$ cat config.mk
export PLATFORM = sky130hd
export DESIGN_NAME = bus_rr_arbiter
export DESIGN_NICKNAME = d
export VERILOG_FILES = /design/src/rtl/bus_rr_arbiter.sv
export SDC_FILE = /design/constraint.sdc
export NUM_CORES = 1
export LEC_CHECK = 0
export CAP_MARGIN = 25
export CORE_AREA = 2 2 39 41
export DETAILED_ROUTE_END_ITERATION = 8
export DIE_AREA = 0 0 41 43
export GPL_ROUTABILITY_DRIVEN = 0
export GPL_TIMING_DRIVEN = 0
export PLACE_DENSITY_LB_ADDON = 0.15
export SLEW_MARGIN = 10
export SYNTH_ARGS = -nofsm -noshare
export SYNTH_HDL_FRONTEND = slang
export SYNTH_SLANG_ARGS = --single-unit
$ cat constraint.sdc
create_clock -name clk -period 2.1 [get_ports clk]
set_input_delay 0.315 -clock clk [delete_from_list [all_inputs] [get_ports clk]]
set_output_delay 0.315 -clock clk [all_outputs]
set_load 0.01 [all_outputs]
$ cat src/rtl/bus_rr_arbiter.sv
// Round-robin bus arbiter for 4 masters with registered, active-low grants.
// Optional hold-timeout pre-emption is compiled in with `define BUS_ARB_TIMEOUT_EN.
module bus_rr_arbiter #(
  parameter int HOLD_W   = 8,
  parameter int HOLD_MAX = 255
) (
  input  logic       clk,
  input  logic       reset,
  input  logic       m0_req_,
  input  logic       m1_req_,
  input  logic       m2_req_,
  input  logic       m3_req_,
  output logic       m0_grnt_,
  output logic       m1_grnt_,
  output logic       m2_grnt_,
  output logic       m3_grnt_,
  output logic [1:0] bus_owner,
  output logic       bus_busy,
  output logic       arb_timeout
);

  typedef enum logic {IDLE, GRANT} state_e;

  state_e     state_q;
  logic [3:0] grnt_q;
  logic [1:0] owner_q;
  logic       busy_q;
  logic [3:0] req;
  logic [3:0] cand;
  logic [2:0] pick;
  logic       hit;
  logic [1:0] win;
  logic       owner_req;

  assign req       = ~{m3_req_, m2_req_, m1_req_, m0_req_};
  assign owner_req = req[owner_q];

  // Search owner+1 .. owner+4; the lowest offset wins, so the owner is considered last.
  function automatic logic [2:0] rr_pick(input logic [3:0] r, input logic [1:0] last);
    logic [1:0] idx;
    rr_pick = '0;
    for (int k = 4; k >= 1; k--) begin
      idx = last + 2'(k);
      if (r[idx]) rr_pick = {1'b1, idx};
    end
  endfunction

  assign pick = rr_pick(cand, owner_q);
  assign hit  = pick[2];
  assign win  = pick[1:0];

`ifdef BUS_ARB_TIMEOUT_EN
  logic [HOLD_W-1:0] cnt_q;
  logic [3:0]        mask_q;
  logic              to_q;
  logic              preempt;

  assign cand    = req & ~mask_q;
  assign preempt = (cnt_q == HOLD_W'(HOLD_MAX - 1)) && |(cand & ~(4'b0001 << owner_q));

  always_ff @(posedge clk or posedge reset) begin
    if (reset) begin
      state_q <= IDLE;
      grnt_q  <= 4'hF;
      owner_q <= 2'd3;
      busy_q  <= 1'b0;
      cnt_q   <= '0;
      mask_q  <= 4'b0000;
      to_q    <= 1'b0;
    end else begin
      to_q   <= 1'b0;
      // A mask bit survives only while that master keeps requesting.
      mask_q <= mask_q & req;
      case (state_q)
        IDLE: if (hit) begin
          state_q <= GRANT;
          owner_q <= win;
          grnt_q  <= ~(4'b0001 << win);
          busy_q  <= 1'b1;
          cnt_q   <= '0;
        end
        GRANT: begin
          if (owner_req) begin
            if (preempt) begin
              owner_q <= win;
              grnt_q  <= ~(4'b0001 << win);
              to_q    <= 1'b1;
              cnt_q   <= '0;
              mask_q  <= (mask_q & req) | (4'b0001 << owner_q);
            end else if (cnt_q != HOLD_W'(HOLD_MAX)) begin
              cnt_q <= cnt_q + 1'b1;
            end
          end else if (hit) begin
            owner_q <= win;
            grnt_q  <= ~(4'b0001 << win);
            cnt_q   <= '0;
          end else begin
            state_q <= IDLE;
            grnt_q  <= 4'hF;
            busy_q  <= 1'b0;
            cnt_q   <= '0;
          end
        end
        default: state_q <= IDLE;
      endcase
    end
  end

  assign arb_timeout = to_q;
`else
  wire unused_cfg = ^{HOLD_W'(HOLD_MAX)};

  assign cand = req;

  always_ff @(posedge clk or posedge reset) begin
    if (reset) begin
      state_q <= IDLE;
      grnt_q  <= 4'hF;
      owner_q <= 2'd3;
      busy_q  <= 1'b0;
    end else begin
      case (state_q)
        IDLE: if (hit) begin
          state_q <= GRANT;
          owner_q <= win;
          grnt_q  <= ~(4'b0001 << win);
          busy_q  <= 1'b1;
        end
        GRANT: if (!owner_req) begin
          if (hit) begin
            owner_q <= win;
            grnt_q  <= ~(4'b0001 << win);
          end else begin
            state_q <= IDLE;
            grnt_q  <= 4'hF;
            busy_q  <= 1'b0;
          end
        end
        default: state_q <= IDLE;
      endcase
    end
  end

  assign arb_timeout = 1'b0;
`endif

  assign {m3_grnt_, m2_grnt_, m1_grnt_, m0_grnt_} = grnt_q;
  assign bus_owner = owner_q;
  assign bus_busy  = busy_q;

endmodule

==> metrics.csv, run 1 <==
stage,metric,value,unit
detailed_routing,Highest Signal Layer,met4,
grt,first-pass GRT wire length,1.67,mm
pwr,PwrDens,1330,nW/µm²
floorplan,effective utilization at floorplan,34.3,%
grt,pin count of the biggest net entering global routing,11,
detailed_routing,Wirelength per Cell,13.2,µm
worst_setup_path,Register-to-Register Path Depth,3,
worst_setup_path,Setup CP Type,reg2reg,
worst_setup_path,CP Max Fanout,8,
pwr,Max rail drop VDD,0.603,mV
logic_synthesis,area share of and/or/nand/nor cells after synthesis,10.6,%
timing,"Slew Viols, Final",0,
grt,total track usage,14.9,%
finish,Multi-input gate area,246,µm²
timing,f_max,560,MHz
floorplan,core area,1380,µm²
clocking,Sink Count,8,
clocking,"Hold-fix buffers, CTS",0,
timing,Final Hold Fails,0,
min_path,Worst Hold Class,in2async,
logic_synthesis,compound-cell area share of the yosys netlist,28.2,%
worst_setup_path,CP endpoint kind,register,
clocking,clock tree root driver cell,clkbuf_4,
detailed_routing,Vias per Instance,5.51,
logic_synthesis,"FF+latch count, synth",8,
finish,ANT cells,0,
floorplan,Die Span X,41,µm
detailed_routing,drt initial violations,13,
clocking,Clock transition at path regs,0.05,ns
grt,total grt overflow,0,
floorplan,Top Ports,14,
clocking,CTS tree,built,
finish,most frequent cells in the layout,"clkdlybuf4s50_1, dfstp_2, nor2_1",
detailed_routing,drt pass-1 iters,6,
timing,Setup Skew,0.00356,ns
timing,Tcrit/Tclk final,85.0,%
logic_synthesis,Yosys cell types,30,
clocking,CTS buffer count,3,
floorplan,Die Y-Extent,43,µm
logic_synthesis,post-synthesis net count,49,
floorplan,Std-Cell Rows,14,
worst_setup_path,startpoint types,register,
floorplan,die area,1760,µm²
placement,dpl hpwl,743,µm
logic_synthesis,largest family of logic cells by synthesized area,compound AO/OA/AOI/OAI gates,
clocking,CTS H-tree lvls,1,
job,# Max-Cap Violations,0,
logic_synthesis,syn_area_per_cell,11.0,µm²
finish,area added between synthesis and finish,34.3,%
logic_synthesis,post-synthesis mux area share,10.3,%
clocking,Skew-Pair Late Insertion Delay,0.26,ns
pwr,Static Leak,0.000261,µW
finish,register area,208,µm²
timing,setup violators final,0,
worst_setup_path,Arrival @ worst endpoint,1.97,ns
timing,min cycle time layout,1.78,ns
detailed_routing,wl on met1,453,µm
clocking,Max Root-Sink Buffers,2,
logic_synthesis,"Seq/Total Area, Yosys",43.8,%
grt,vias in the first global route,359,
detailed_routing,post-detailed-route DRC marker count,0,
logic_synthesis,synthesized area,474,µm²
logic_synthesis,XOR/XNOR Fraction of Synth Area,0,%
finish,layout cells sized above 1,31.0,%
run_status,status,"complete, no violations",
timing,unrepaired setup endpoints after global routing,false,
grt,initial antenna violation count,0,
detailed_routing,met3 wire len,67,µm
finish,"commonest non-fill, non-tap cell in the layout",clkdlybuf4s50_1,
clocking,post-CTS sizing,0,
detailed_routing,drt total wl,979,µm
pwr,Design Power,847,µW
placement,Buffers on Ports,12,
worst_setup_path,CP required,2.29,ns
timing,Setup Total Neg Slack,0,ns
logic_synthesis,post-synthesis cell count,43,
finish,Final #Nets,66,
logic_synthesis,Ys Warns,0,
clocking,post-CTS setup buffer count,0,
detailed_routing,Routed Antenna Nets,0,
detailed_routing,Vias,408,
finish,Fillers,142,
detailed_routing,WL met2,436,µm
logic_synthesis,Post-Synth Adder-Cell Area,2.11,%
registers in the layout (all words and copies together), names as in the netlist:
| name | cells |
|---|---|
| bus_busy | 1 |
| bus_owner | 2 |
| grnt_q | 4 |
| state_q | 1 |
cell families after synthesis:
logic type | count (synthesis)
adders and majority gates | 1
muxes | 3
AOI/OAI and AO/OA | 16
DFF | 8
other | 1
and+or+nand+nor | 10
buffers and inverters | 4
layout make-up:
class | instances | share of cell area, %
Sequential cell | 8 | 32.6
Clock buffer | 3 | 3.54
Timing Repair Buffer | 12 | 18.9
Tap cell | 16 | 3.14
Inverter | 2 | 1.18
Buffer | 2 | 1.96
Multi-Input combinational cell | 31 | 38.7
critical path, stage by stage (launching register included):
cell and delay [ns]:
dfstp_2 0.61, mux4_2 0.55, o21ai_2 0.19, mux2_2 0.36
synthesized netlist by cell type:
cell type  n  area (µm²)
a21boi_0   1        7.51
and2b_2    1        8.76
dfstp_2    6         158
o21bai_1   1        7.51
nor2b_1    1        6.26
o221a_2    1        11.3
nand2b_1   1        6.26
a22o_1     2        17.5
a31oi_1    2        12.5
maj3_1     1        10.0
nand2_1    2        7.51
mux2_4     1        15.0
inv_1      2        7.51
a2bb2oi_1  1        8.76
conb_1     1        3.75
clkbuf_2   1        5.00
buf_4      1        7.51
o311a_1    1        10.0
nor2_1     4        15.0
o21ai_0    1        5.00
nand4_1    1        6.26
dfrtp_1    2        50.1
a21bo_2    1        10.0
a21o_1     1        7.51
o31a_1     1        8.76
o221ai_1   1        8.76
mux4_2     1        22.5
mux2_2     1        11.3
o21ai_2    1        8.76
o32a_1     1        10.0
metrics by stage:
stage / instances / hold WS (ns) / setup slack, ns / util (%) / cell area, µm²
floorplan: 43 / 0.126 / 0.373 / - / 474
global placement: 71 / 0.494 / 0.0870 / 44.4 / 614
detailed placement: 71 / 0.491 / 0.0986 / 44.4 / 614
CTS: 74 / 0.291 / 0.304 / 46.0 / 637
global route: 74 / 0.309 / 0.245 / 46.0 / 637
finish: 74 / 0.291 / 0.316 / 46.0 / 637
metal layers:
layer	global-route usage [%]	vias to the layer above
met5	0	-
met4	8.00	0
met3	7.85	3
met2	17.8	13
met1	20.8	196
li1	-	196
final timing paths:
| kind | start | end | slack [ns] |
|---|---|---|---|
| setup / recovery | bus_owner[0] | bus_owner[1] | 0.32 |
| hold / removal | reset | state_q | 0.29 |
| setup reg to reg | bus_owner[0] | bus_owner[1] | 0.32 |
| max in group asynchronous | reset | grnt_q[3] | 1.53 |
| min in group clk | grnt_q[3] | grnt_q[3] | 0.49 |
| hold reg to reg | grnt_q[3] | grnt_q[3] | 0.49 |
power breakdown:
group | switching, µW | total, µW | internal [µW] | leakage (µW)
logic | 186 | 436 | 250 | 0.000163
registers | 46.0 | 292 | 246 | 0.0000842
clock network | 53.5 | 119 | 65.5 | 0.0000138
total | 285 | 847 | 561 | 0.000261
Note: power is estimated with default switching activity, not from simulation.
==> run 2: changes to the inputs <==
==> constraint.sdc (replaced) <==
create_clock -name clk -period 1.65 [get_ports clk]
set_input_delay 0.2475 -clock clk [delete_from_list [all_inputs] [get_ports clk]]
set_output_delay 0.2475 -clock clk [all_outputs]
set_load 0.01 [all_outputs]
==> run 2 against run 1 <==
- the flow now finishes with violations (setup timing)
- register-to-register slack worse by 0.39 ns
- power up 35%
- largest cell class unchanged
- highest routed layer is now met3
- sequential cell count unchanged
- sequential power up 23%
- utilization up 2.1 points
- hold slack worse by 0.056 ns
- die area unchanged
- via count down 1.2%
==> metrics.csv, run 2 (synthesized netlist as in run 1, its figures left out) <==
stage,metric,value,unit,change
run_status,status,"complete, but fails checks",,
run_status,violated checks,setup timing,,
floorplan,die area,1760,µm²,unchanged
finish,max reg flops,4,,unchanged
timing,Final Hold Fails,0,,unchanged
detailed_routing,Routed Antenna Nets,0,,unchanged
clocking,CTS buffer count,3,,unchanged
finish,Final #Nets,68,,+3.0%
worst_setup_path,CP Max Fanout,7,,-1
finish,ANT cells,0,,unchanged
grt,pin count of the biggest net entering global routing,11,,unchanged
worst_setup_path,CP endpoint kind,register,,
finish,fin area,666,µm²,+4.5%
pwr,Design Power,1140,µW,+35%
detailed_routing,drt initial violations,5,,-8
detailed_routing,drt total wl,1.00,mm,+2.3%
placement,dpl hpwl,712,µm,-4.2%
pwr,PwrDens,1710,nW/µm²,+29%
detailed_routing,drt pass-1 iters,4,,-2
grt,total track usage,14.5,%,-0.31 points
clocking,clock tree root driver cell,clkbuf_4,,
timing,setup violators final,4,,+4
min_path,Worst Hold Class,in2async,,
worst_setup_path,worst r2r src,bus_owner[0],,
timing,Setup Total Neg Slack,-0.225,ns,-0.225 ns
worst_setup_path,CP required,1.83,ns,-0.46 ns
timing,unrepaired setup endpoints after global routing,true,,
grt,initial antenna violation count,0,,unchanged
finish,most frequent cells in the layout,"clkdlybuf4s50_1, dfstp_2, clkbuf_4, nor2_1, buf_4",,
detailed_routing,Vias per Instance,5.23,,-5.1%
finish,Largest Register,grnt_q,,
grt,vias in the first global route,372,,+3.6%
clocking,CTS H-tree lvls,1,,unchanged
worst_setup_path,CP Cell Sequence,mux4_2 > mux2_4 > a2bb2oi_2 > o31a_1,,
floorplan,Die Y-Extent,43,µm,unchanged
detailed_routing,Wirelength per Cell,13.0,µm,-1.6%
timing,min cycle time layout,1.73,ns,-0.0578 ns
timing,Setup Skew,0.00113,ns,-0.00243 ns
clocking,Skew-Pair Late Insertion Delay,0.25,ns,about the same
finish,layout cells sized above 1,36.1,%,+5.0 points
placement,Buffers on Ports,12,,unchanged
finish,area added between synthesis and finish,40.4,%,
pwr,Static Leak,0.000275,µW,+5.7%
placement,Placement Cell Area,614,µm²,unchanged
grt,total grt overflow,0,,unchanged
finish,Layout Cells excl Fill,77,,+4.1%
detailed_routing,post-detailed-route DRC marker count,0,,unchanged
floorplan,Die Span X,41,µm,unchanged
grt,first-pass GRT wire length,1.70,mm,+2.1%
clocking,CTS tree,built,,
worst_setup_path,r2r endpoint,grnt_q[0],,
finish,"commonest non-fill, non-tap cell in the layout",clkdlybuf4s50_1,,
placement,"worst slack, placed",-0.288,ns,-0.387 ns
timing,f_max,579,MHz,+3.3%
detailed_routing,Vias,403,,-1.2%
worst_setup_path,startpoint types,register,,
floorplan,Std-Cell Rows,14,,unchanged
worst_setup_path,crit-path max cell delay,0.56,ns,-0.05 ns
timing,Final WS setup,-0.0764,ns,-0.392 ns
floorplan,core area,1380,µm²,unchanged
clocking,Clock transition at path regs,0.05,ns,about the same
clocking,Sink Count,8,,unchanged
clocking,Max Root-Sink Buffers,2,,unchanged
worst_setup_path,critical path's slowest cell,dfstp_2,,
floorplan,effective utilization at floorplan,34.3,%,unchanged
job,# Max-Cap Violations,0,,unchanged
worst_setup_path,Arrival @ worst endpoint,1.91,ns,-0.06 ns
pwr,Max rail drop VDD,0.978,mV,+62%
worst_setup_path,R2R Setup Slk,-0.08,ns,-0.39 ns
placement,Post-Place Cells,71,,unchanged
timing,"Slew Viols, Final",0,,unchanged
floorplan,Top Ports,14,,unchanged
timing,Tcrit/Tclk final,105,%,+20 points
worst_setup_path,Setup CP Type,reg2reg,,
worst_setup_path,Register-to-Register Path Depth,4,,+1
run 2: cell types whose count changed in the layout (fill, tap and decap cells not counted), sizes merged:
cell / before / now
clkbuf: 4 / 5
buf: 1 / 3
dlygate4sd2: 0 / 1
clkdlybuf4s50: 12 / 11
run 2: timing repair:
| item | in CTS | in global routing |
|---|---|---|
| hold buffers | 0 | 0 |
| resized for setup | 4 | 0 |
| endpoints found under the setup margin | 7 | 6 |
| gates cloned | 0 | 0 |
| pin swaps | 3 | 2 |
| setup buffers | 2 | 0 |
run 2: worst max-delay path by stage:
| stage | from | slack (ns) | depth (start not counted) | endpoint |
|---|---|---|---|---|
| after CTS | bus_owner[0] | -0.11 | 4 | grnt_q[0] |
| after global routing | bus_owner[0] | -0.13 | 4 | grnt_q[0] |
| after global placement | m2_req_ | -0.29 | 5 | grnt_q[0] |
| after floorplan | bus_owner[0] | -0.08 | 4 | grnt_q[0] |
| final | bus_owner[0] | -0.08 | 4 | grnt_q[0] |
| after detailed placement | m2_req_ | -0.29 | 5 | grnt_q[0] |
run 2: final cells by class:
type	count	area [µm²]
Clock buffer	4	26.3
Sequential cell	8	208
Inverter	2	7.51
Buffer	2	15.0
Timing Repair Buffer	14	134
Tap cell	16	20.0
Multi-Input combinational cell	31	255
Fill cell	143	718
run 2: power breakdown:
group          internal, µW  switching, µW
registers               312           46.4
clock network          92.5           65.8
logic                   357            265
total                   762            377
run 2: layer usage:
metal	track usage, %	vias up	share of wire, %
met4	2.00	0	0
met2	20.9	17	46
met3	7.85	0	8.1
met1	19.5	187	46
met5	0	-	0
li1	-	199	-
run 2: critical path: cells and delay by family, from the launching register on:
family          cells  cell delay (ns)
mux                 2             0.86
flops               1             0.56
compound gates      2             0.23
run 2: metrics by stage:
stage / util (%) / hold slack [ns]
after floorplan: - / 0.0589
after global placement: 44.4 / 0.494
after detailed placement: 44.4 / 0.491
after CTS: 48.1 / 0.242
after global routing: 48.1 / 0.287
final: 48.1 / 0.235
==> run 3: changes to the inputs <==
==> constraint.sdc (replaced) <==
create_clock -name clk -period 2.05 [get_ports clk]
set_input_delay 0.3075 -clock clk [delete_from_list [all_inputs] [get_ports clk]]
set_output_delay 0.3075 -clock clk [all_outputs]
set_load 0.01 [all_outputs]
==> results of run 3 <==
The final DEF is identical to that of run 1. Status: complete, no violations.
Main changes from that run: setup slack after placement 0.0986 ns -> 0.0561 ns; setup slack after layout 0.316 ns -> 0.266 ns; hold slack 0.291 ns -> 0.284 ns; register-to-register setup slack 0.32 ns -> 0.27 ns; total power 847 µW -> 867 µW; worst IR drop on VDD 0.603 mV -> 0.618 mV
